<file path="src/rtl/seq_det_pkg.sv">
// Shared constants and helpers for the serial pattern detector.
package seq_det_pkg;

  localparam logic OVL_ON  = 1'b1;
  localparam logic OVL_OFF = 1'b0;

  function automatic int len_w(input int pat_w);
    return $clog2(pat_w + 1);
  endfunction

  // Low-order mask of n ones; patterns never exceed 32 bits.
  function automatic logic [31:0] mask_of(input int unsigned n);
    if (n >= 32)
      return '1;
    else
      return (32'h1 << n) - 32'h1;
  endfunction

endpackage

</file>
<file path="src/rtl/sat_counter.sv">
// Saturating up-counter with synchronous clear taking priority over increment.
module sat_counter #(
  parameter int W = 8
) (
  input  logic         clk,
  input  logic         reset,
  input  logic         clr,
  input  logic         inc,
  output logic [W-1:0] q
);

  always_ff @(posedge clk) begin
    if (reset)
      q <= '0;
    else if (clr)
      q <= '0;
    else if (inc && (q != '1))
      q <= q + W'(1);
  end

endmodule

</file>
<file path="src/rtl/seq_pattern_detector.sv">
// Programmable serial bit-pattern detector with qualified input, overlap
// control and a saturating match counter.
module seq_pattern_detector
  import seq_det_pkg::*;
#(
  parameter int              PAT_W   = 8,
  parameter int              CNT_W   = 8,
  parameter logic [PAT_W-1:0] DEF_PAT = PAT_W'(8'b0000_1011),
  parameter int              DEF_LEN = 4,
  parameter bit              DEF_OVL = 1'b1,
  localparam int             LEN_W   = len_w(PAT_W)
) (
  input  logic             clk,
  input  logic             reset,
  input  logic             X,
  input  logic             x_valid,
  input  logic             cfg_load,
  input  logic [PAT_W-1:0] cfg_pattern,
  input  logic [LEN_W-1:0] cfg_len,
  input  logic             cfg_overlap,
  input  logic             count_clr,
  output logic             Y,
  output logic [CNT_W-1:0] match_count,
  output logic             cfg_err
);

  logic [PAT_W-1:0] pat;
  logic [LEN_W-1:0] len;
  logic             ovl;
  // Only PAT_W-1 past bits are stored; the incoming bit completes the window.
  logic [PAT_W-2:0] hist;
  logic [LEN_W-1:0] fill;

  logic [PAT_W-1:0] nh;
  logic [31:0]      mask;
  logic [31:0]      diff;
  logic [LEN_W:0]   fill_inc;
  logic             cfg_ok;
  logic             match;

  assign nh       = {hist, X};
  assign mask     = mask_of(32'(len));
  assign diff     = 32'(nh ^ pat);
  assign fill_inc = {1'b0, fill} + (LEN_W+1)'(1);
  assign cfg_ok   = (cfg_len != '0) && (cfg_len <= LEN_W'(PAT_W));

  // A configuration load always swallows a coincident sample.
  assign match = x_valid && !cfg_load
              && (fill_inc >= {1'b0, len})
              && ((diff & mask) == '0);

  always_ff @(posedge clk) begin
    if (reset) begin
      pat     <= DEF_PAT;
      len     <= LEN_W'(DEF_LEN);
      ovl     <= DEF_OVL;
      hist    <= '0;
      fill    <= '0;
      Y       <= 1'b0;
      cfg_err <= 1'b0;
    end else begin
      Y       <= match;
      cfg_err <= 1'b0;
      if (cfg_load) begin
        if (cfg_ok) begin
          pat  <= cfg_pattern;
          len  <= cfg_len;
          ovl  <= cfg_overlap;
          hist <= '0;
          fill <= '0;
        end else begin
          cfg_err <= 1'b1;
        end
      end else if (x_valid) begin
        hist <= nh[PAT_W-2:0];
        if (match && (ovl == OVL_OFF))
          fill <= '0;
        else if (fill < LEN_W'(PAT_W))
          fill <= fill_inc[LEN_W-1:0];
      end
    end
  end

  sat_counter #(
    .W(CNT_W)
  ) u_count (
    .clk  (clk),
    .reset(reset),
    .clr  (count_clr),
    .inc  (match),
    .q    (match_count)
  );

endmodule
</file>
<file path="config.mk">
export PLATFORM = sky130hd
export DESIGN_NAME = seq_pattern_detector
export DESIGN_NICKNAME = d
export VERILOG_FILES = /design/src/rtl/seq_det_pkg.sv /design/src/rtl/sat_counter.sv /design/src/rtl/seq_pattern_detector.sv
export SDC_FILE = /design/constraint.sdc
export NUM_CORES = 1
export LEC_CHECK = 0
export CORE_MARGIN = 2
export CORE_UTILIZATION = 40
export DETAILED_ROUTE_END_ITERATION = 7
export GPL_ROUTABILITY_DRIVEN = 0
export PLACE_DENSITY = 0.67
export SYNTH_ARGS = -nofsm -noshare
export SYNTH_HDL_FRONTEND = slang
export SYNTH_SLANG_ARGS = --single-unit
</file>
<file path="constraint.sdc">
create_clock -name clk -period 7.5 [get_ports clk]
set_input_delay 1.5 -clock clk [delete_from_list [all_inputs] [get_ports clk]]
set_output_delay 1.5 -clock clk [all_outputs]
set_load 0.005 [all_outputs]
</file>
==> results.yml <==
outcome:
  status: "completed"
layout:
  diodes: 0
  area_growth_pct: 21.7
  stdcell_area_um2: 2190
  nNetsFinal: 268
  drive_gt1_share_pct: 4.94
timing:
  whs_ps: 477
  fin_skew_ps: 5.92
  hold_viol_final: 0
  timing.slew.headroom_pct: 34.1
  finalCritPeriodShare_pct: 55.4
  worst_slew_pin_slew_ps: 985
  rsz0062_at_grt: "false"
  setup_viol: 0
  final_max_slew_viol_count: 0
  fmax_ghz: 0.241
  period_needed_ps: 4150
  tns_ps: 0
synth:
  synth_top_area_share_pct: 37.9
  syn_area_um2: 1800
  syn_inst: 222
  synth-seq-cells: 34
  ys_seq_area_share_pct: 37.9
  synthArstFlopShare_pct: 0
  yosys_warnings: 0
  yosysUniqueCellTypes: 47
  synth_top_family_by_area: "simple AND/OR/NAND/NOR gates"
  syn_nets: 248
  synth_ff_type: "dfxtp_1"
  synth.avg_cell_area_um2: 8.10
  synthXorXnorAreaFrac_pct: 5.85
  synthSimpleGateAreaFrac_pct: 27.4
  synth_adder_area_share_pct: 4.87
  synth_edf_count: 0
  netlist_top_cells_area: "dfxtp_1, nand2_1, a21oi_1, ha_1, xor2_1"
  synth_compound_area_share_pct: 19.1
  synthMuxAreaShare_pct: 0
  synth_top_area_cell: "dfxtp_1"
clock_tree:
  cts_tree: "done"
  cts_setup_buffers: 0
  cts_root_buf: "clkbuf_8"
  cts_max_level: 2
  worstSkewPairLatency_ps: 280
  clockBufferDepth: 2
  cts.clk_slew.worst_paths_ps: 60
  numClockSinks: 34
  cts.repair.resized: 0
  numCtsBuffers: 5
  cts_hold_buf: 0
global_route:
  grt_remaining_overflow: 0
  antenna_found_initial: 0
  grt_pass1_wl_mm: 6.83
  grt_max_degree: 30
  grt_usage_pct: 16.9
  grt_pass1_vias: 1484
drt:
  avgRoutedWirePerCell_um: 13.5
  via_per_inst: 5.37
  drt_iter0_markers: 119
  routed_wl_mm: 3.97
  drc: 0
  dr_total_vias: 1585
  final_antenna_net_count: 0
  dr.pass1.iters: 4
floorplanning:
  die_x_um: 71.0
  initial_utilization_pct: 41.3
  core_um2: 4350
  dieArea_um2: 5050
  die_y_um: 71.0
  num_io_pins: 29
  fp-row-count: 24
critical_path:
  arrival_ps: 4330
  cp.required_ps: 7670
  r2r_slack_ps: 4220
  crit_path_start_kind: "primary input"
  crit_fanout: 19
  worstSetupPathType: "primary input to flip-flop"
  endpoint_kind: "flip-flop"
power_and_ir_drop:
  power_mw: 0.396
  ir_worst_vdd_mv: 0.106
  power.density_nw_per_um2: 181
  leakage_nw: 0.817
placement:
  port_buffers: 28
  dpl.hpwl_mm: 2.79
  placed_cell_area_um2: 2080
flow_run:
  maxCapViolCount: 0
worst_hold_path:
  hold_class: "flip-flop to flip-flop"
Yosys cell counts (3+ instances only):
library cell and number:
o31ai_1 4, or4_1 4, ha_1 7, o21ai_0 4, nand2_1 38, a211oi_1 3
inv_1 6, nor3_1 3, clkbuf_1 11, nand3_1 13, nand3b_1 5, and3_1 3
dfxtp_1 34, nor3b_1 3, a21oi_1 23, xor2_1 8, o21a_1 3, nand2b_1 7
nor2_1 7, xnor2_1 4
per-stage QoR:
stage,instances,util [%],setup WS (ps)
final,295,50.3,3350
after global routing,295,50.3,3060
after CTS,295,50.3,3350
after detailed placement,287,47.7,3070
after global placement,287,47.7,3180
after floorplan,222,-,4360
area by class of cell:
class | instances | area (um2)
Fill cell | 435 | 2170
Multi-Input combinational cell | 167 | 1030
Sequential cell | 34 | 681
Timing Repair Buffer | 28 | 280
Clock buffer | 8 | 110
Tap cell | 52 | 65.1
Inverter | 6 | 22.5
power by group:
| part | switching (mW) | internal [mW] |
|---|---|---|
| sequential | 0.00622 | 0.186 |
| combinational | 0.0241 | 0.0232 |
| clock | 0.0642 | 0.0927 |
| total | 0.0944 | 0.302 |
kinds of logic (layout without fill, tap and decap cells):
family          Yosys count  in the layout
compound gates           53             53
buf+inv                  21             42
simple gates             95             95
xor+xnor                 12             12
flops                    34             34
fa+ha+maj                 7              7
final timing paths:
check | cells after the start | end | start
max | 7 | u_count.q[7]$_SDFFE_PP0P_ | cfg_load
min reg2reg | 2 | pat[4]$_SDFFE_PP0P_ | pat[4]$_SDFFE_PP0P_
min | 2 | pat[4]$_SDFFE_PP0P_ | pat[4]$_SDFFE_PP0P_
max reg2reg | 8 | u_count.q[7]$_SDFFE_PP0P_ | len[0]$_SDFFE_PP0P_
metal layers:
| layer | global-route usage (%) | wire length (um) |
|---|---|---|
| met1 | 23.2 | 1980 |
| met2 | 26.4 | 1850 |
| met3 | 2.56 | 82 |
| met4 | 7.55 | 59 |
| met5 | 0 | 0 |
state kept, by name, indices dropped and copies added (netlist names):
| register | flops |
|---|---|
| pat | 8 |
| u_count.q | 8 |
| hist | 7 |
| fill | 4 |
| len | 4 |
| Y | 1 |
| cfg_err | 1 |
| ovl | 1 |
placed cells by master, fill, tap and decap left out, types with 3 or more instances in the layout:
cell             count
nand2b_1             7
dfxtp_1             34
and3_1               3
a21oi_1             23
inv_1                6
o21a_1               3
xor2_1               8
clkbuf_8             8
nand2_1             38
nor2_1               7
ha_1                 7
or4_1                4
nand3_1             13
nor3_1               3
a211oi_1             3
nand3b_1             5
nor3b_1              3
o21ai_0              4
xnor2_1              4
o31ai_1              4
clkdlybuf4s50_1     28
worst max-delay path, cell delays in order:
cell,delay (ps)
clkdlybuf4s50_1,560
nand2b_1,420
a221oi_2,260
o211ai_1,110
nand4bb_1,640
or4b_1,700
o211a_1,130
(Power assumes the default switching activity.)
